`src/rtl/demux4_capture.sv`:
```
// Registered 1-to-4 capture bank: routes din into one of four holding registers
// selected by sel or by an auto-increment pointer, with per-channel valid flags.
module demux4_capture #(
    parameter int WIDTH = 2
) (
    input  logic                 clk,
    input  logic                 reset,
    input  logic [WIDTH-1:0]     din,
    input  logic [1:0]           sel,
    input  logic                 wr_en,
    input  logic                 auto,
    input  logic                 clr,
    output logic [4*WIDTH-1:0]   dout,
    output logic [3:0]           valid,
    output logic [1:0]           ptr,
    output logic                 all_valid,
    output logic                 frame_done
);

    logic [WIDTH-1:0] ch_q [4];
    logic [WIDTH-1:0] ch_d [4];
    logic [3:0]       valid_q, valid_d;
    logic [1:0]       ptr_q, ptr_d;
    logic             fd_q, fd_d;
    logic [1:0]       tgt;

    assign tgt = auto ? ptr_q : sel;

    always_comb begin
        ch_d    = ch_q;
        valid_d = valid_q;
        ptr_d   = ptr_q;
        fd_d    = 1'b0;
        // clr wins over a simultaneous write; that write is dropped
        if (clr) begin
            for (int i = 0; i < 4; i++) ch_d[i] = '0;
            valid_d = 4'b0000;
            ptr_d   = 2'd0;
        end else if (wr_en) begin
            ch_d[tgt]    = din;
            valid_d[tgt] = 1'b1;
            if (auto) begin
                ptr_d = ptr_q + 2'd1;
                fd_d  = (ptr_q == 2'd3);
            end
        end
    end

    always_ff @(posedge clk or posedge reset) begin
        if (reset) begin
            for (int i = 0; i < 4; i++) ch_q[i] <= '0;
            valid_q <= 4'b0000;
            ptr_q   <= 2'd0;
            fd_q    <= 1'b0;
        end else begin
            for (int i = 0; i < 4; i++) ch_q[i] <= ch_d[i];
            valid_q <= valid_d;
            ptr_q   <= ptr_d;
            fd_q    <= fd_d;
        end
    end

    // Same layout as the 4-to-1 mux input: ch0 occupies the top slice
    assign dout       = {ch_q[0], ch_q[1], ch_q[2], ch_q[3]};
    assign valid      = valid_q;
    assign ptr        = ptr_q;
    assign all_valid  = &valid_q;
    assign frame_done = fd_q;

endmodule

```
`config.mk`:
```
export PLATFORM = sky130hd
export DESIGN_NAME = demux4_capture
export DESIGN_NICKNAME = d
export VERILOG_FILES = /design/src/rtl/demux4_capture.sv
export SDC_FILE = /design/constraint.sdc
export NUM_CORES = 1
export LEC_CHECK = 0
export CORE_MARGIN = 5
export CORE_UTILIZATION = 46
export DETAILED_ROUTE_END_ITERATION = 7
export GPL_ROUTABILITY_DRIVEN = 0
export PLACE_DENSITY = 0.87
export SLEW_MARGIN = 20
export SYNTH_ARGS = -nofsm -noshare
export SYNTH_HDL_FRONTEND = slang
export SYNTH_SLANG_ARGS = --single-unit
```
`constraint.sdc`:
```
create_clock -name clk -period 3.3 [get_ports clk]
set_clock_uncertainty 0.2 [all_clocks]
set_input_delay 0.66 -clock clk [delete_from_list [all_inputs] [get_ports clk]]
set_output_delay 0.66 -clock clk [all_outputs]
set_load 0.1 [all_outputs]
```
==> metrics.md, run 1 <==
| Metric | Value |
|---|---|
| Worst hold path startpoint | `dout[3]` |
| Fin worst setup slack | `1115 ps` |
| Nets@finish | `103` |
| Final count of hold timing violations | `0` |
| Layout fillers | `137` |
| Post-detail-place hpwl | `1.246 mm` |
| Data required, critical path | `2440 ps` |
| Core Area | `0.001471 mm^2` |
| Setup TNS Final | `0 ps` |
| FF-to-FF path depth | `3` |
| Reg clk slew, reported paths | `90 ps` |
| Initial core utilization | `0.4770` |
| Sequential Power Share | `0.476` |
| Root buffer cell | `clkbuf_4` |
| Clock latency on the worst-skew pair | `270 ps` |
| Synth Area in Simple Gates | `0.1979` |
| P_int | `0.2683 mW` |
| Yosys cell types | `18` |
| Mapped Nets | `76` |
| Adder and majority gate portion of the synthesized area | `0.01783` |
| Final min period | `2185 ps` |
| IO buf count | `24` |
| Pwr Density | `435.1 mW/mm^2` |
| Combinational share of power | `0.276` |
| Sw frac | `0.3540` |
| Peak VDD IR | `0.3159 mV` |
| WP data arrival | `1320 ps` |
| NetSw | `0.1470 mW` |
| Fmax achieved | `457.8 MHz` |
| Via Count | `570` |
| Pre-CTS WS | `964.8 ps` |
| Post-Syn Instances | `66` |
| Syn Std Cell Area | `701.9 um^2` |
| Max Cap Violations | `0` |
| H-tree depth | `1` |
| Initial antenna violation count | `0` |
| Crit-path max FO | `2` |
| First-pass GRT wire length | `2.835 mm` |
| Slew Limit Fails | `0` |
| Share of cells above drive strength 1 | `0.2174` |
| Pre-antenna DRT Iters | `4` |
| GR Overflow Total | `0` |
| Synth Area in XOR/XNOR | `0.01248` |
| Die width | `49.07 um` |
| DR WL/cell | `14.86 um` |
| Post-synthesis compound-gate area fraction | `0.07843` |
| Pleak | `0.5009 nW` |
| Ys Warns | `0` |
| Largest family of logic cells by synthesized area | `simple AND/OR/NAND/NOR gates` |
| Row Count | `14` |
| I/O pins | `25` |
| Post-CTS Setup Repair Bufs | `0` |
| Yosys reg bits | `15` |
| Tightest Pin Transition | `563.2 ps` |
| Setup violations, final | `0` |
| Die ar. | `0.002407 mm^2` |
| Routed Antenna Nets | `0` |
| # diodes | `0` |
| Via density | `5.278` |
| Area growth syn-to-layout | `36.01%` |
| TritonCTS Buffers | `3` |
| Fin crit share | `0.6620` |
| Longest Clk Path Bufs | `2` |
| Register Area | `375.4 um^2` |
| Multi-input combinational cell area | `310.3 um^2` |
| Mux share of post-synthesis cell area | `0.1141` |
| Setup CP Type | `register to output pin` |
| Critical path startpoint category | `register` |
| Hold worst-path end | `dout[3]` |
| Run status | `complete, no violations` |
| PostCTS Resize Cnt | `0` |
| Iter 0 DRT Violations | `15` |
| Die Y-Extent | `49.07 um` |
| Slew HR | `0.6241` |
| Clk network pwr share | `0.248` |
| R2r setup slk | `1760 ps` |
| CTS sink cnt | `15` |
| RSZ-0062 raised after global routing | `no` |
| Post-synthesis sequential area ratio | `0.5348` |
| Hold path depth | `2` |
| Post-Route WL | `1.605 mm` |
| R2r startpoint | `ptr[0]` |
| Hold WC Path Type | `register to register` |
| Largest net degree at the start of global routing | `18` |
| CTS Hold Buffers Added | `0` |
| DRC violations left | `0` |
| Overall Global Routing Usage | `0.1438` |
| CTS tree | `done` |
| Vias in the first global route | `643` |
| Avg Synthesized Cell Area | `10.64 um^2` |
| Crit end category | `output pin` |
| Worst R2R End | `dout[5]` |
critical path: stages, from the launching register on:
cell and delay, ps:
dfrtp_1 370, inv_1 90, nor4_4 270, buf_4 330
layout by cell type (no fill, tap or decap), drive strengths merged:
cell and count:
ha 1, nand2 5, nand2b 11, clkbuf 4, and3b 1, nor2 1
nand3 1, nor3 1, nor4 1, o21ai 2, dfrtp 15, o32a 2
mux2i 8, xor2 1, clkdlybuf4s50 8, nor3b 3, a21oi 5, buf 16
inv 6
power by group through the flow:
stage	Clock (mW)	Sequential, mW	Combinational [mW]
floorplan	0	0.257	0.0277
global placement	0	0.201	0.114
detailed placement	0	0.201	0.116
CTS	0.106	0.198	0.116
global route	0.113	0.199	0.121
finish	0.103	0.198	0.115
logic make-up (layout without fill, tap and decap cells):
group                    after synthesis  after routing
multiplexers                           8              8
AO/OA/AOI/OAI                          9              9
buffers and inverters                  8             34
AND/OR/NAND/NOR                       24             24
XOR/XNOR                               1              1
adder cells (fa/ha/maj)                1              1
flip-flops                            15             15
state kept, by name (all words and copies together) (netlist names):
| name | flops |
|---|---|
| ptr | 2 |
| valid | 4 |
| dout | 8 |
| frame_done | 1 |
through the flow:
stage	power, mW	hold slack, ps	instance area [um^2]	std cells	util
after floorplan	0.2847	361.5	716.9	66	-
after global placement	0.3145	334.2	928.4	104	0.6310
after detailed placement	0.3171	344.4	928.4	104	0.6310
after CTS	0.4194	358.8	954.7	108	0.6488
after global routing	0.4333	388.4	954.7	108	0.6488
final	0.4154	352.2	954.7	108	0.6488
per-layer routing:
metal,share of wire,global-route usage,up-vias
met2,0.50,0.2361,19
li1,-,-,275
met5,0,0,-
met3,0.064,0.04281,2
met4,0.0093,0.03587,0
met1,0.43,0.1823,274
layout make-up:
cell class | count | share of cell area
multi-input cells | 43 | 0.3250
repair buffers | 24 | 0.2097
well taps | 16 | 0.02097
inverters | 6 | 0.02359
clock buffers | 4 | 0.02752
flip-flops and latches | 15 | 0.3932
worst max-delay path by stage:
stage,to,startpoint,cells past startpoint
3_5_place_dp,dout[5],auto,4
6_report,all_valid,valid[0],3
2_1_floorplan,all_valid,valid[0],2
4_1_cts,all_valid,valid[0],3
3_3_place_gp,dout[4],auto,4
5_1_grt,all_valid,valid[0],3
Yosys cell counts (all sizes together):
cell type / count / area (um^2)
nand3: 1 / 5.000
o32a: 2 / 20.02
nor3b: 3 / 22.52
nand2b: 11 / 68.82
nor4: 1 / 6.260
and3b: 1 / 8.760
ha: 1 / 12.51
nor2: 1 / 3.750
buf: 1 / 5.000
nor3: 1 / 5.000
clkbuf: 1 / 3.750
nand2: 5 / 18.77
a21oi: 5 / 25.02
dfrtp: 15 / 375.4
xor2: 1 / 8.760
o21ai: 2 / 10.01
mux2i: 8 / 80.08
inv: 6 / 22.52
(Power assumes the default switching activity.)
==> run 2, diff against run 1 <==
Settings changed: CORE_UTILIZATION 46 to 42, PLACE_DENSITY 0.87 to 0.81.
Clock period 3.3 ns to 2.27 ns, I/O delays scaled along.
==> run 2 against run 1 <==
Effect of this change: cell count increased by 0.93%; worst hold slack got worse by 27 ps; global-route usage decreased by 0.28 points; combinational power increased by 50%; clock-buffer cell count decreased by 1; sequential share of layout area decreased by 0.61 points; via count decreased by 1.2%; critical endpoint unchanged.
==> metrics.md, run 2 (same netlist as run 1, synthesis figures left out) <==
| Metric | Value |
|---|---|
| Root buffer cell | `clkbuf_4` |
| Critical path startpoint category | `register` |
| Cell family with most CP delay | `flip-flops` |
| Peak VDD IR | `0.3302 mV (+4.5%)` |
| Largest net degree at the start of global routing | `16 (-2)` |
| Core Area | `0.001541 mm^2 (+4.8%)` |
| Fmax achieved | `518.8 MHz` |
| Area growth syn-to-layout | `43.67%` |
| Die ar. | `0.002589 mm^2 (+7.5%)` |
| Global route hottest layer | `met2` |
| First-pass GRT wire length | `2.801 mm (-1.2%)` |
| GR Overflow Total | `0 (unchanged)` |
| Max Cap Violations | `0 (unchanged)` |
| Final min period | `1927 ps` |
| Worst Path Buf+Inv | `2 (unchanged)` |
| Crit path max-delay cell type | `dfrtp_4` |
| Routed Antenna Nets | `0 (unchanged)` |
| Run status | `complete, no violations` |
| Met1 Use GR | `0.1827 (+0.0003152)` |
| DRC violations left | `0 (unchanged)` |
| M3 GR Usage | `0.03198 (-0.01084)` |
| Slew Limit Fails | `0 (unchanged)` |
| Pleak | `0.5094 nW (+1.7%)` |
| WP data arrival | `1270 ps (-50 ps)` |
| Worst R2R End | `dout[5]` |
| Share of cells above drive strength 1 | `0.3118 (+0.09444)` |
| Layout fillers | `120 (-12%)` |
| Crit-path max FO | `2 (unchanged)` |
| Crit end category | `output pin` |
| Tightest Pin Transition | `590.0 ps (+26.84 ps)` |
| PostCTS Resize Cnt | `0 (unchanged)` |
| CTS Hold Buffers Added | `0 (unchanged)` |
| Reg clk slew, reported paths | `100 ps (about the same)` |
| Overall Global Routing Usage | `0.1410 (-0.002806)` |
| Fin worst setup slack | `342.5 ps (-772.9 ps)` |
| Via Count | `563 (-1.2%)` |
| I/O pins | `25 (unchanged)` |
| RSZ-0062 raised after global routing | `no` |
| Max reg flops | `8 (unchanged)` |
| Slew HR | `0.6062 (-0.01791)` |
| # diodes | `0 (unchanged)` |
| Iter 0 DRT Violations | `12 (-3)` |
| Data required, critical path | `1620 ps (-820 ps)` |
| Die width | `50.88 um (+3.7%)` |
| CTS sink cnt | `15 (unchanged)` |
| Max stage delay on crit path | `430 ps (+60 ps)` |
| R2r startpoint | `ptr[0]` |
| Via density | `5.165 (-2.1%)` |
| Fin crit share | `0.8491` |
| Pwr Total | `0.6181 mW (+49%)` |
| R2r setup slk | `710 ps (-1050 ps)` |
| Initial antenna violation count | `0 (unchanged)` |
| Commonest non-fill, non-tap cell in the layout | `buf_4` |
| Pwr Density | `612.9 mW/mm^2 (+41%)` |
| IO buf count | `24 (unchanged)` |
| Sequence of cells on the critical path | `inv_4 -> nor4_4 -> buf_12` |
| Row Count | `14 (unchanged)` |
| Setup violations, final | `0 (unchanged)` |
| Vias in the first global route | `622 (-3.3%)` |
| Final count of hold timing violations | `0 (unchanged)` |
| Most frequent cells in the layout | `15 x buf_4, 11 x nand2b_1, 11 x dfrtp_1` |
| Initial core utilization | `0.4554 (-0.02168)` |
| Nets@finish | `104 (+0.97%)` |
| Pre-CTS WS | `175.9 ps (-788.9 ps)` |
| DR WL/cell | `14.61 um (-1.7%)` |
| Longest Clk Path Bufs | `2 (unchanged)` |
| Post-CTS Setup Repair Bufs | `0 (unchanged)` |
| Min Hold Slack | `325.1 ps (-27.13 ps)` |
| Die Y-Extent | `50.88 um (+3.7%)` |
| Post-Route WL | `1.592 mm (-0.81%)` |
| H-tree depth | `1 (unchanged)` |
| CTS tree | `done` |
| Clock latency on the worst-skew pair | `280 ps (about the same)` |
| Post-detail-place hpwl | `1.219 mm (-2.2%)` |
| TritonCTS Buffers | `3 (unchanged)` |
| FF-to-FF path depth | `3 (unchanged)` |
| Setup CP Type | `register to output pin` |
| Hold WC Path Type | `input pin to asynchronous set/reset pin` |
| Pre-antenna DRT Iters | `4 (unchanged)` |
| Met2 Use GR | `0.2293 (-0.006713)` |
[run 2: area by class of cell]
| type | instances | area [um^2] | area share |
|---|---|---|---|
| timing repair buffer | 25 | 232.7 | 0.2308 |
| inverter | 6 | 27.53 | 0.02730 |
| tap | 16 | 20.02 | 0.01985 |
| clock buffer | 3 | 22.52 | 0.02233 |
| multi-input combinational | 43 | 310.3 | 0.3077 |
| clock inverter | 1 | 5.005 | 0.004963 |
| sequential | 15 | 390.4 | 0.3871 |
[run 2: routing by layer]
metal	routed length, um	share of wire
met1	702	0.44
met2	794	0.50
met3	84	0.053
met4	10	0.0063
met5	0	0
[run 2: worst max path at each step]
| stage | depth (start not counted) | start | slack (ps) | to |
|---|---|---|---|---|
| finish | 3 | valid[3] | 340 | all_valid |
| global route | 3 | valid[3] | 260 | all_valid |
| CTS | 3 | valid[3] | 330 | all_valid |
| detailed placement | 4 | auto | 180 | dout[5] |
| global placement | 4 | auto | 220 | dout[5] |
| floorplan | 2 | valid[3] | -160 | all_valid |
[run 2: stage by stage]
stage | cell area [um^2] | utilization | instances | setup TNS (ps)
6_report | 1008 | 0.6542 | 109 | 0
5_1_grt | 1008 | 0.6542 | 109 | 0
4_1_cts | 1008 | 0.6542 | 109 | 0
3_5_place_dp | 980.9 | 0.6364 | 105 | 0
3_3_place_gp | 980.9 | 0.6364 | 105 | 0
2_1_floorplan | 737.0 | - | 66 | -158.5
[run 2: report_power, final]
group	leakage [nW]	internal (mW)	switching, mW
Clock	0.0177	0.0653	0.0888
Combinational	0.293	0.0494	0.123
Sequential	0.198	0.281	0.0107
